`src/rtl/audio_word_streamer.sv`:
```
// Packs AC97 samples into memory words for recording and unpacks memory words
// into a sample stream for playback; word_adv pulses drive the address calculator.
module audio_word_streamer #(
    parameter int SAMPLE_W         = 12,
    parameter int SAMPLES_PER_WORD = 3,
    parameter int BANK_BITS        = 1,
    localparam int NUM_BANKS       = 1 << BANK_BITS,
    localparam int WORD_W          = SAMPLE_W * SAMPLES_PER_WORD
) (
    input  logic                        clk,
    input  logic                        reset,
    input  logic                        ready,
    input  logic [SAMPLE_W-1:0]         audio_in,
    input  logic                        start_song,
    input  logic [BANK_BITS-1:0]        bank_sel,
    input  logic                        record_mode,
    input  logic                        pause_song,
    input  logic                        song_done,
    input  logic [NUM_BANKS*WORD_W-1:0] mem_read,
    output logic [WORD_W-1:0]           mem_write,
    output logic [NUM_BANKS-1:0]        we,
    output logic [SAMPLE_W-1:0]         audio_out,
    output logic                        word_adv,
    output logic                        busy
);
    localparam int SLOT_W = $clog2(SAMPLES_PER_WORD);
    localparam logic [SLOT_W-1:0] LAST_SLOT = SLOT_W'(SAMPLES_PER_WORD - 1);

    localparam logic [2:0] IDLE  = 3'd0;
    localparam logic [2:0] PRIME = 3'd1;
    localparam logic [2:0] RUN   = 3'd2;
    localparam logic [2:0] FLUSH = 3'd3;
    localparam logic [2:0] DONE  = 3'd4;

    logic [2:0]           state_r, state_s;
    logic [SLOT_W-1:0]    slot_r, slot_s;
    logic [WORD_W-1:0]    wr_buf_r, wr_buf_s;
    logic [WORD_W-1:0]    play_buf_r, play_buf_s;
    logic [WORD_W-1:0]    mem_write_r, mem_write_s;
    logic [NUM_BANKS-1:0] we_r, we_s;
    logic [SAMPLE_W-1:0]  audio_out_r, audio_out_s;
    logic                 word_adv_r, word_adv_s;
    logic                 busy_r, busy_s;
    logic                 mode_r, mode_s;
    logic [BANK_BITS-1:0] bank_r, bank_s;

    logic [WORD_W-1:0]    bank_word_s [NUM_BANKS];
    logic [WORD_W-1:0]    sel_word_s;
    logic [NUM_BANKS-1:0] we_mask_s;
    logic [WORD_W-1:0]    wr_shift_s;
    logic [WORD_W-1:0]    flush_word_s;
    logic [WORD_W-1:0]    play_shift_s;
    logic [SAMPLE_W-1:0]  play_sample_s;
    logic [SLOT_W-1:0]    slot_inc_s;

    // Bank slicing, sample extraction and packing helpers
    always_comb begin
        for (int b = 0; b < NUM_BANKS; b++) begin
            bank_word_s[b] = mem_read[b*WORD_W +: WORD_W];
        end
        sel_word_s    = bank_word_s[bank_r];
        we_mask_s     = {{(NUM_BANKS-1){1'b0}}, 1'b1} << bank_r;
        wr_shift_s    = {wr_buf_r[WORD_W-SAMPLE_W-1:0], audio_in};
        // Partial word is left-aligned so unused slots read back as zero samples
        flush_word_s  = wr_buf_r << ((SAMPLES_PER_WORD - 32'(slot_r)) * SAMPLE_W);
        play_shift_s  = play_buf_r << (32'(slot_r) * SAMPLE_W);
        play_sample_s = play_shift_s[WORD_W-1 -: SAMPLE_W];
        slot_inc_s    = (slot_r == LAST_SLOT) ? {SLOT_W{1'b0}} : slot_r + SLOT_W'(1);
    end

    // Next-state and next-output computation
    always_comb begin
        state_s     = state_r;
        slot_s      = slot_r;
        wr_buf_s    = wr_buf_r;
        play_buf_s  = play_buf_r;
        mem_write_s = mem_write_r;
        we_s        = {NUM_BANKS{1'b0}};
        word_adv_s  = 1'b0;
        audio_out_s = audio_out_r;
        mode_s      = mode_r;
        bank_s      = bank_r;
        if (start_song) begin
            state_s = PRIME;
            slot_s  = {SLOT_W{1'b0}};
            mode_s  = record_mode;
            bank_s  = bank_sel;
        end else begin
            case (state_r)
                IDLE: begin
                    state_s = IDLE;
                end
                PRIME: begin
                    if (mode_r) begin
                        wr_buf_s = {WORD_W{1'b0}};
                    end else begin
                        play_buf_s = sel_word_s;
                        word_adv_s = 1'b1;
                    end
                    state_s = RUN;
                    slot_s  = {SLOT_W{1'b0}};
                end
                RUN: begin
                    if (song_done) begin
                        if (mode_r && (slot_r != {SLOT_W{1'b0}})) begin
                            state_s = FLUSH;
                        end else begin
                            state_s     = DONE;
                            audio_out_s = {SAMPLE_W{1'b0}};
                        end
                    end else if (ready && !pause_song) begin
                        slot_s = slot_inc_s;
                        if (mode_r) begin
                            audio_out_s = audio_in;
                            wr_buf_s    = wr_shift_s;
                            if (slot_r == LAST_SLOT) begin
                                mem_write_s = wr_shift_s;
                                we_s        = we_mask_s;
                                word_adv_s  = 1'b1;
                            end else begin
                                mem_write_s = mem_write_r;
                            end
                        end else begin
                            audio_out_s = play_sample_s;
                            if (slot_r == LAST_SLOT) begin
                                play_buf_s = sel_word_s;
                                word_adv_s = 1'b1;
                            end else begin
                                play_buf_s = play_buf_r;
                            end
                        end
                    end else begin
                        slot_s = slot_r;
                    end
                end
                FLUSH: begin
                    mem_write_s = flush_word_s;
                    we_s        = we_mask_s;
                    state_s     = DONE;
                    audio_out_s = {SAMPLE_W{1'b0}};
                end
                DONE: begin
                    audio_out_s = {SAMPLE_W{1'b0}};
                end
                default: begin
                    state_s = IDLE;
                end
            endcase
        end
        busy_s = (state_s == PRIME) || (state_s == RUN) || (state_s == FLUSH);
    end

    // State, context and output registers
    always_ff @(posedge clk) begin
        if (reset) begin
            state_r     <= IDLE;
            slot_r      <= {SLOT_W{1'b0}};
            wr_buf_r    <= {WORD_W{1'b0}};
            play_buf_r  <= {WORD_W{1'b0}};
            mem_write_r <= {WORD_W{1'b0}};
            we_r        <= {NUM_BANKS{1'b0}};
            audio_out_r <= {SAMPLE_W{1'b0}};
            word_adv_r  <= 1'b0;
            busy_r      <= 1'b0;
            mode_r      <= record_mode;
            bank_r      <= bank_sel;
        end else begin
            state_r     <= state_s;
            slot_r      <= slot_s;
            wr_buf_r    <= wr_buf_s;
            play_buf_r  <= play_buf_s;
            mem_write_r <= mem_write_s;
            we_r        <= we_s;
            audio_out_r <= audio_out_s;
            word_adv_r  <= word_adv_s;
            busy_r      <= busy_s;
            mode_r      <= mode_s;
            bank_r      <= bank_s;
        end
    end

    assign mem_write = mem_write_r;
    assign we        = we_r;
    assign audio_out = audio_out_r;
    assign word_adv  = word_adv_r;
    assign busy      = busy_r;

endmodule

```
`config.mk`:
```
export PLATFORM = sky130hd
export DESIGN_NAME = audio_word_streamer
export DESIGN_NICKNAME = d
export VERILOG_FILES = /design/src/rtl/audio_word_streamer.sv
export SDC_FILE = /design/constraint.sdc
export NUM_CORES = 1
export LEC_CHECK = 0
export BUFFER_PORTS_ARGS = -buffer_cell sky130_fd_sc_hd__buf_2
export CORE_MARGIN = 8
export CORE_UTILIZATION = 47
export CTS_CLUSTER_DIAMETER = 200
export DETAILED_ROUTE_END_ITERATION = 8
export HOLD_SLACK_MARGIN = 0.03
export PLACE_DENSITY = 0.73
export SLEW_MARGIN = 20
export SYNTH_ARGS = -nofsm -noshare
export SYNTH_HDL_FRONTEND = slang
export SYNTH_SLANG_ARGS = --single-unit
export TNS_END_PERCENT = 5
```
`constraint.sdc`:
```
create_clock -name clk -period 4.5 [get_ports clk]
set_input_delay 0.9 -clock clk [delete_from_list [all_inputs] [get_ports clk]]
set_output_delay 0.9 -clock clk [all_outputs]
set_load 0.03 [all_outputs]
```
# ---- Yosys cells after proc, flatten, opt, wreduce, memory -nomap -nowiden
# Index checks and enable logic that the tools add are counted.
dict set report classes {
  n_div 0
  mul 2
  n_reduce_logical 17
  magnitude_cmp 1
  mux 46
  shift 3
  eq_ne 17
  bitwise_logic 2
  n_addsub 2
}
# op n
set ops {}
lappend ops {{36-bit two-way mux} 16}
lappend ops {{36-bit case mux with 2 select lines} 3}
lappend ops {{12-bit two-way mux} 4}
lappend ops {{36-bit by 32-bit left shift with 36-bit output} 1}
lappend ops {{36-bit by 6-bit left shift with 36-bit output} 1}
lappend ops {{32-bit by 2-bit multiplier with 30-bit output (second input constant)} 1}
lappend ops {{12-bit case mux with 2 select lines} 1}
lappend ops {{2-bit two-way mux} 7}
lappend ops {{2-bit inequality test (second input constant)} 7}
lappend ops {{3-bit by 2-bit equality test with 1-bit output (second input constant)} 4}
lappend ops {{3-bit case mux with 4 select lines} 1}
lappend ops {{6-bit AND reduction} 2}
lappend ops {{2-bit nonzero test} 5}
lappend ops {{3-bit two-way mux} 3}
lappend ops {{1-bit two-way mux} 8}
lappend ops {{2-bit case mux with 2 select lines} 2}
lappend ops {{7-bit AND reduction} 1}
lappend ops {{3-bit by 1-bit equality test with 1-bit output (second input constant)} 2}
lappend ops {{3-bit inequality test (second input constant)} 2}
lappend ops {{2-bit by 2-bit multiplier with 4-bit output (second input constant)} 1}
lappend ops {{4-bit AND reduction} 1}
lappend ops {{2-bit OR reduction} 2}
lappend ops {{3-bit equality test (second input constant)} 1}
lappend ops {{3-bit AND reduction} 1}
lappend ops {{11 further kinds} 13}
dict set report totals {
  ramBits 0
  regBits 131
  mem_bits_ro 0
  latch_bits 0
  n_memories 0
  inputBits 92
}

# ---- Logic depth before layout (Yosys ltp)
# Gate-level depths: netlist (run 1).
dict set report depth {
  word_depth 9
  ltp_mapped 12
}

# ---- Least setup slack after synthesis (run 1)
# No wires, ideal clock.
dict set report synth_path {
  kind {reg2reg}
  start {reg slot_r[0]}
  end {reg mem_write_r[22] (netlist: mem_write[22])}
  slack_ns 1.843
  n_path_buf 5
  arrival_time_ns 2.525
  period_less_slack_ns 2.657
  setup_time_ns 0.132
  stages_incl_launch_ff 13
  path_cell_list {dfxtp_1 > buf_4 > inv_2 > buf_2 > ha_1 > buf_4 > and4bb_1 > a21oi_1 > or3_1 > clkbuf_1 > buf_2 > a2111oi_0 > nor3_1}
}
dict set report synth_between {
  elab_chain_cells 4
}
# element line
set synth_lines {}
lappend synth_lines {{start: declaration} 36} ;# logic [SLOT_W-1:0] slot_r, slot_s;
lappend synth_lines {{start signal: assignment} 157} ;# slot_r <= {SLOT_W{1'b0}};
lappend synth_lines {{start signal: assignment} 169} ;# slot_r <= slot_s;
lappend synth_lines {{2-bit by 2-bit subtractor with 3-bit output} 65} ;# flush_word_s = wr_buf_r << ((SAMPLES_PER_WORD - 32'(slot_r)) * SAMPLE_W);
lappend synth_lines {{32-bit by 2-bit multiplier with 30-bit output} 65}
lappend synth_lines {{36-bit by 32-bit left shift with 36-bit output} 65}
lappend synth_lines {{36-bit case mux with 2 select lines} 89} ;# case (state_r)
lappend synth_lines {{end signal: assignment} 160} ;# mem_write_r <= {WORD_W{1'b0}};
lappend synth_lines {{end signal: assignment} 172} ;# mem_write_r <= mem_write_s;
lappend synth_lines {{end: declaration} 39} ;# logic [WORD_W-1:0] mem_write_r, mem_write_s;
# Parallel ways exist; a longest one is shown, timed or not.
# A chain may end at the register's enable or synchronous reset.

# ---- Worst setup path after layout (run 1)
dict set report layout_path {
  start {reg slot_r[0]}
  end {reg mem_write_r[21] (netlist: mem_write[21])}
}
# The elaborated chain is that of the path after synthesis.

==> impl_metrics.json, run 1 <==
{
  "fin_setup_tns_ps": 0,
  "max_freq_mhz": 315,
  "path_depth": 7,
  "cts_hold_buf": 0,
  "pwr_density_cell_nw_per_um2": 337,
  "fillers": 1424,
  "ios": 144,
  "crit_chain": "inv_2, ha_1, and4bb_1, a21oi_1, or3_1, a2111oi_0, nor3_1",
  "critPathMaxStageDelay_ps": 780,
  "cp_top_family": "simple AND/OR/NAND/NOR gates",
  "portBuffers": 143,
  "worst_skew_pair.late_latency_ps": 430,
  "relSlewSlack_pct": 28.8,
  "cts_setup_buffers": 0,
  "numCtsBuffers": 17,
  "whs_endpoint": "wr_buf_r[34]",
  "min-delay-start": "wr_buf_r[34]",
  "finalCritPeriodShare_pct": 70.5,
  "slew_violations": 0,
  "cts_root_buf": "clkbuf_16",
  "fp-row-count": 46,
  "outcome": "completed",
  "reg2reg_depth": 7,
  "max-cap-violations": 0,
  "synth_seq_cells": 131,
  "setup_viol": 0,
  "grt_setup_unrepaired": "no",
  "drc": 0,
  "vdd_drop_max_uv": 292,
  "setup_ws_ps": 1330,
  "period_needed_ps": 3170,
  "antenna_found_initial": 2,
  "seq_area_frac_synth_pct": 35.6,
  "min_path_cells": 2,
  "regArea_um2": 2640,
  "worstMarginPinSlew_ps": 1070,
  "path_buf_inv": 1,
  "fin_hold_ws_ps": 454,
  "via_per_inst": 5.97,
  "drt-total-wl_um": 21600,
  "chipHeight_um": 142,
  "synth.distinct_cells": 54,
  "drive_gt1_share_pct": 30.1,
  "synth_edf_count": 2,
  "initial_utilization_pct": 47.4,
  "cts_tree": "done",
  "fin_nets": 995,
  "postSynthCellCount": 805,
  "worst_r2r_endpoint": "mem_write[21]",
  "hold_viol_final": 0,
  "cp-start-kind": "register",
  "first_iter_violations": 802,
  "worstHoldPathType": "reg -> reg",
  "p_leak_uw": 0.00318,
  "grt_pass1_vias": 6135,
  "clock_skew_ps": 10.6,
  "critical_path_class": "reg -> reg",
  "synthesis.area_um2": 7410,
  "synth_ff_type": "dfxtp_1",
  "clkTransAtPathRegs_ps": 60,
  "place.gp.congestion": 0.912,
  "multiInputGateArea_um2": 4390,
  "firstDrtPassIters": 5,
  "arrival_ps": 3440,
  "ys.warnings.count": 0,
  "rrSetupSlack_ps": 1330,
  "track_usage_pct": 21.2,
  "core_um2": 15700,
  "die_area_um2": 20100,
  "required_ps": 4770,
  "synthArstFlopShare_pct": 0,
  "post_cts_resize_count": 0,
  "slowest_stage": "or3_1",
  "clkSinkCount": 131,
  "cts_buffer_depth": 2,
  "grt_max_degree": 83,
  "overflow": 0,
  "hpwl_um": 15300,
  "area_delta_synth_final_pct": 18.0,
  "syn_area_per_cell_um2": 9.21,
  "wl_per_cell_um": 19.2,
  "syn_nets": 902,
  "path_max_fanout": 32,
  "htree_num_levels": 4,
  "pre_cts_ws_ps": 1350,
  "die_w_um": 142,
  "reg2reg_from": "slot_r[0]",
  "grt_pass1_wl_um": 33400,
  "ant_nets": 0,
  "vias": 6736,
  "setup.worst_path.end_class": "register",
  "final_core_utilization_pct": 55.9
}
## area by class of cell
type                    instances  area share (%)
inverters                       5           0.214
diodes                          1          0.0286
well taps                     216            3.09
clock inverters                13            1.96
multi-input cells             589            50.2
clock buffers                  19            5.18
flip-flops and latches        131            30.2
repair buffers                154            9.15
## layout by cell type, fill, tap and decap left out, types with 19 or more instances in the layout
master	instances
buf_2	142
dfxtp_1	128
nor2_1	103
mux2i_1	85
nand2_1	52
a21oi_1	45
a211oi_1	34
a211oi_2	34
nand3_1	29
nor3_1	27
mux4_2	22
nand2b_1	19
## tightest hold or removal path, cell delays in order, from the launching register on
cell and delay, ps:
dfxtp_1 310, nand2_1 50, a21oi_1 50
## flip-flops by register name, summed over array words and instances, names as in the netlist, 2 cells and up
name / cells
we: 2
play_buf_r: 36
mem_write: 36
audio_out: 12
wr_buf_r: 36
slot_r: 2
state_r: 3
## how the worst max path moves through the flow
stage	start	endpoint	slack [ps]
2_1_floorplan	slot_r[0]	mem_write[22]	1840
3_3_place_gp	song_done	mem_write[22]	1360
3_5_place_dp	song_done	mem_write[21]	1350
4_1_cts	slot_r[0]	mem_write[21]	1430
5_1_grt	slot_r[0]	mem_write[21]	1190
6_report	slot_r[0]	mem_write[21]	1330
## routing by layer
layer	global-route usage (%)	up-vias	share of wire, %
li1	-	3172	-
met2	30.7	339	44
met4	9.72	2	3.3
met3	6.35	59	9.7
met1	28.4	3164	43
met5	0	-	0.046
## report_power, final
part	internal [µW]	switching, µW	total (µW)	leakage [µW]
Combinational	113	151	264	0.00182
Clock	909	548	1460	0.000301
Sequential	1190	33.1	1230	0.00107
## synth_stat cells, drive strengths merged (6+ instances only)
library cell	number	area [µm²]
o21ai	19	95.1
nor3b	7	52.6
buf	35	208
nor2b	7	43.8
nand2b	19	119
nand2	52	195
nor3	28	140
mux2	16	180
mux4	22	495
a21oi	45	225
mux2i	85	851
dfxtp	129	2580
clkbuf	45	169
nand3	29	145
nand3b	6	45.0
a221oi	17	166
nor2	107	412
a221o	8	80.1
a211oi	68	681
## metrics by stage
stage	cells	total power, µW	instance area (µm²)
after global routing	1128	3040	8750
after floorplan	805	1420	7410
after detailed placement	1095	1510	8120
after global placement	1095	1510	8120
after CTS	1127	2960	8750
final	1128	2950	8750
## cells by family after synthesis
logic type | count (synthesis) | synth area share [%]
simple gates | 269 | 17.0
compound gates | 192 | 20.6
flops | 131 | 35.6
mux | 123 | 20.6
buf+inv | 85 | 5.33
fa+ha+maj | 5 | 0.844
Power figures use the tool's default switching activity.
==> run 2: changes to the inputs <==
PLACE_DENSITY = 0.75   (was 0.73)
clock period = 2.6 ns   (was 4.5 ns; I/O delays follow)
==> run 2 against run 1 <==
Hold slack worse by 180 ps. Register-to-register slack got worse by 1200 ps. Via count increased by 0.62%. Sequential share of layout area shrank 0.65 points. Largest power group unchanged.
==> impl_metrics.json, run 2 (synthesized netlist as in run 1, its figures left out) <==
{
  "outcome": "completed",
  "hold_viol_final": 0,
  "critical_path_class": "reg -> reg",
  "cts_root_buf": "clkbuf_16",
  "max-cap-violations": 0,
  "reg2reg_from": "slot_r[0]",
  "clkSinkCount": 131,
  "clkTransAtPathRegs_ps": 60,
  "min-delay-start": "record_mode",
  "pwr_density_cell_nw_per_um2": 573,
  "cts_tree": "done",
  "worst_skew_pair.late_latency_ps": 420,
  "die_area_um2": 20100,
  "vdd_drop_max_uv": 495,
  "via_per_inst": 5.89,
  "overflow": 0,
  "grt_pass1_vias": 6544,
  "antenna_found_initial": 2,
  "grt_pass1_wl_um": 35300,
  "postPlaceCellArea_um2": 8310,
  "grt_setup_unrepaired": "yes",
  "portBuffers": 143,
  "worstMarginPinSlew_ps": 1070,
  "required_ps": 2860,
  "numCtsBuffers": 17,
  "critPathMaxStageDelay_ps": 680,
  "core_um2": 15700,
  "htree_num_levels": 4,
  "hpwl_um": 16100,
  "reg2reg_depth": 7,
  "cp-start-kind": "register",
  "p_leak_uw": 0.00330,
  "path_max_fanout": 19,
  "worstHoldPathType": "in -> reg",
  "ant_nets": 0,
  "slew_violations": 0,
  "worst_r2r_endpoint": "mem_write[20]",
  "crit_chain": "inv_2, ha_1, and4bb_1, a21oi_1, or3_1, a2111oi_0, nor3_1",
  "path_buf_inv": 1,
  "track_usage_pct": 22.2,
  "max_freq_mhz": 397,
  "place.gp.congestion": 0.946,
  "setup_viol": 0,
  "initial_utilization_pct": 47.4,
  "whs_endpoint": "mode_r",
  "area_delta_synth_final_pct": 20.6,
  "fin_hold_ws_ps": 273,
  "wl_per_cell_um": 19.3,
  "grt_max_degree": 94,
  "clock_skew_ps": 11.4,
  "finalCritPeriodShare_pct": 96.8,
  "fp-row-count": 46,
  "cts_setup_buffers": 0,
  "first_iter_violations": 952,
  "rrSetupSlack_ps": 80,
  "ios": 144,
  "cts_buffer_depth": 2,
  "relSlewSlack_pct": 28.4,
  "die_w_um": 142,
  "firstDrtPassIters": 5,
  "vias": 6778,
  "setup.worst_path.end_class": "register",
  "arrival_ps": 2780,
  "mostFrequentLayoutCells": "buf_2 (142), dfxtp_1 (128), nor2_1 (103)",
  "fin_nets": 1017,
  "drc": 0,
  "slowest_stage": "a2111oi_0",
  "final_common_cell": "buf_2",
  "drive_gt1_share_pct": 31.5,
  "period_needed_ps": 2520,
  "chipHeight_um": 142,
  "drt-total-wl_um": 22200,
  "min_path_cells": 1,
  "cp_top_family": "simple AND/OR/NAND/NOR gates",
  "fin_area_um2": 8940
}
run 2: cell types whose count changed in the layout (fill, tap and decap cells not counted), moves of 2 or more:
cell and delta:
buf_12 +2, clkinv_2 +2, inv_6 -5, buf_4 +20
run 2: through the flow:
stage               total power (µW)  setup TNS, ps  instances  utilization (%)  worst slack [ps]
finish                          5120              0       1150             57.1              83.1
global route                    5290          -94.7       1150             57.1             -33.1
CTS                             5140              0       1149             57.1               106
detailed placement              2620              0       1117             53.1              77.5
global placement                2620              0       1117             53.1              54.9
floorplan                       2460              0        805                -              18.0
run 2: worst register-to-register path: cells and delay by family (launching register included):
kind | cells | cell delay, ps
AO/OA/AOI/OAI | 2 | 770
adder cells (fa/ha/maj) | 1 | 210
buffers and inverters | 1 | 110
flip-flops | 1 | 340
AND/OR/NAND/NOR | 3 | 930
run 2: worst max path at each step:
stage	startpoint	endpoint	slack [ps]	cells after the start
global route	slot_r[0]	mem_write[21]	-30	7
floorplan	slot_r[0]	mem_write[22]	20	12
global placement	song_done	mem_write[22]	50	6
finish	slot_r[0]	mem_write[20]	80	7
detailed placement	song_done	mem_write[22]	80	6
CTS	slot_r[0]	mem_write[22]	110	7
run 2: routing by layer:
layer	global-route usage, %	vias to the layer above	wire (µm)
met4	8.31	2	516
met2	32.7	336	9690
met5	0	-	12
met3	7.02	46	2170
met1	29.7	3182	9770
li1	-	3212	-
run 2: where the power goes:
group          leakage [µW]  total, µW  switching, µW  internal, µW
sequential          0.00107       2120           53.0          2060
clock              0.000299       2540            912          1630
combinational       0.00193        469            265           204
total               0.00330       5120           1230          3890
run 2: repair_timing:
item                       4_1_cts  5_1_grt
setup endpoints to repair        0        4
hold buffers                     0        0
resized for setup                0        1
run 2: area by class of cell:
| class | instances | area, µm² |
|---|---|---|
| multi-input cells | 589 | 4390 |
| fillers | 1387 | 6710 |
| clock inverters | 13 | 184 |
| diodes | 1 | 2.50 |
| well taps | 216 | 270 |
| repair buffers | 176 | 991 |
| flip-flops and latches | 131 | 2640 |
| inverters | 5 | 18.8 |
| clock buffers | 19 | 443 |
==> run 3: changes to the inputs <==
==> constraint.sdc (replaced) <==
create_clock -name clk -period 2.6 [get_ports clk]
set_input_delay 0 -clock clk [delete_from_list [all_inputs] [get_ports clk]]
set_output_delay 0 -clock clk [all_outputs]
set_load 0.03 [all_outputs]
==> run 3 against run 2 <==
Sequential share of layout area down 2.7 points. Wire length rose by 11%. Non-clock buffer count increased by 83. Power is 6.7% higher. Combinational power increased by 32%. Sequential power about the same. Clock power grew 7%. First-iteration DRC count decreased by 6.4%. Clock skew down 2.3 ps. Via count increased by 7.3%. Critical path depth increased by 2. Fmax is 0.20% lower.
==> impl_metrics.json, run 3 (synthesized netlist as in run 1, its figures left out) <==
{
  "worst_skew_pair.late_latency_ps": 420,
  "track_usage_pct": 24.6,
  "area_delta_synth_final_pct": 32.9,
  "path_buf_inv": 4,
  "hold_viol_final": 0,
  "grt_pass1_vias": 7040,
  "outcome": "completed",
  "clock_skew_ps": 9.07,
  "pwr_density_cell_nw_per_um2": 555,
  "path_max_fanout": 72,
  "multiInputGateArea_um2": 4410,
  "cts_buffer_depth": 2,
  "overflow": 0,
  "drt-total-wl_um": 24600,
  "crit_top_cell": "buf_4",
  "max_freq_mhz": 397,
  "mostFrequentLayoutCells": "buf_2 (142), dfxtp_1 (128), nor2_1 (103)",
  "instances_no_fill": 1233,
  "numCtsBuffers": 17,
  "p_leak_uw": 0.00367,
  "pre_cts_ws_ps": 172,
  "place.gp.congestion": 0.917,
  "cts_setup_buffers": 0,
  "via_per_inst": 5.90,
  "fillers": 1271,
  "fp-row-count": 46,
  "firstDrtPassIters": 5,
  "chipHeight_um": 142,
  "setup.worst_path.end_class": "register",
  "setup_viol": 0,
  "antenna_found_initial": 1,
  "critPathMaxStageDelay_ps": 370,
  "rrSetupSlack_ps": 80,
  "drc": 0,
  "crit_chain": "inv_2, buf_4, ha_1, buf_4, o21ai_1, a221oi_4, buf_12, nor2_1, a211oi_2",
  "vias": 7275,
  "finalCritPeriodShare_pct": 97.0,
  "ios": 144,
  "core_um2": 15700,
  "critical_path_class": "reg -> reg",
  "grt_pass1_wl_um": 39000,
  "relSlewSlack_pct": 25.3,
  "slew_violations": 0,
  "setup_ws_ps": 78.1,
  "worstHoldPathType": "in -> reg",
  "worstMarginPinSlew_ps": 1120,
  "arrival_ps": 2850,
  "fin_nets": 1100,
  "grt_max_degree": 87,
  "grt_setup_unrepaired": "yes",
  "cp_top_family": "buffers and inverters",
  "placed_cells": 1111,
  "cts_root_buf": "clkbuf_16",
  "cp-start-kind": "register",
  "max-cap-violations": 0,
  "final_core_utilization_pct": 62.9,
  "regArea_um2": 2640,
  "die_area_um2": 20100,
  "first_iter_violations": 891,
  "wl_per_cell_um": 19.9,
  "clkSinkCount": 131,
  "power_uw": 5470,
  "portBuffers": 143,
  "period_needed_ps": 2520,
  "cts_tree": "done",
  "clkTransAtPathRegs_ps": 60,
  "drive_gt1_share_pct": 28.5,
  "vdd_drop_max_uv": 459,
  "final_common_cell": "buf_2",
  "ant_nets": 0,
  "fin_setup_tns_ps": 0,
  "htree_num_levels": 4,
  "die_w_um": 142,
  "initial_utilization_pct": 47.4,
  "hpwl_um": 16100,
  "slowest_stage": "buf_4",
  "required_ps": 2930
}
==> run 3: changes by cell type in the layout (fill, tap and decap cells not counted), moves of 2 or more <==
cell | previous run | this run
dlygate4sd3_1 | 0 | 89
clkinvlp_4 | 3 | 1
bufinv_16 | 4 | 6
buf_4 | 32 | 26
==> run 3: worst reg2reg max path, stage by stage (launching register included) <==
cell and delay, ps:
dfxtp_2 330, inv_2 90, buf_4 180, ha_1 210
buf_4 370, o21ai_1 180, a221oi_4 290, buf_12 360
nor2_1 170, a211oi_2 250
==> run 3: final timing paths <==
| check | end | startpoint | cells after the start |
|---|---|---|---|
| worst max-delay path | play_buf_r[21] | slot_r[0] | 9 |
| worst min-delay path | word_adv | ready | 4 |
| worst max register to register | play_buf_r[21] | slot_r[0] | 9 |
| worst min register to register | wr_buf_r[33] | wr_buf_r[33] | 2 |
==> run 3: power breakdown <==
part	switching [µW]	internal (µW)	total, µW
combinational	300	320	621
clock	905	1820	2720
sequential	60.1	2060	2120
total	1270	4200	5470
==> run 3: area by class of cell <==
type                    instances  share of cell area [%]
diodes                          1                  0.0254
flip-flops and latches        131                    26.8
inverters                       5                   0.191
clock buffers                  18                    4.46
multi-input cells             589                    44.7
clock inverters                14                    2.38
repair buffers                259                    18.6
well taps                     216                    2.74
==> run 3: per-stage QoR <==
stage,area (µm²),hold WS [ps]
2_1_floorplan,7420,98.9
3_3_place_gp,8270,180
3_5_place_dp,8270,184
4_1_cts,9830,105
5_1_grt,9850,179
6_report,9850,109
==> run 3: metal layers <==
metal | GRT usage [%] | wire length [µm]
met1 | 32.5 | 10300
met2 | 37.6 | 11300
met3 | 5.04 | 2160
met4 | 11.6 | 775
met5 | 0 | 0
==> run 3: repair_timing <==
action,4_1_cts,5_1_grt
gates resized for setup,0,3
hold endpoints to repair,74,0
hold buffers,89,0
setup endpoints to repair,0,6
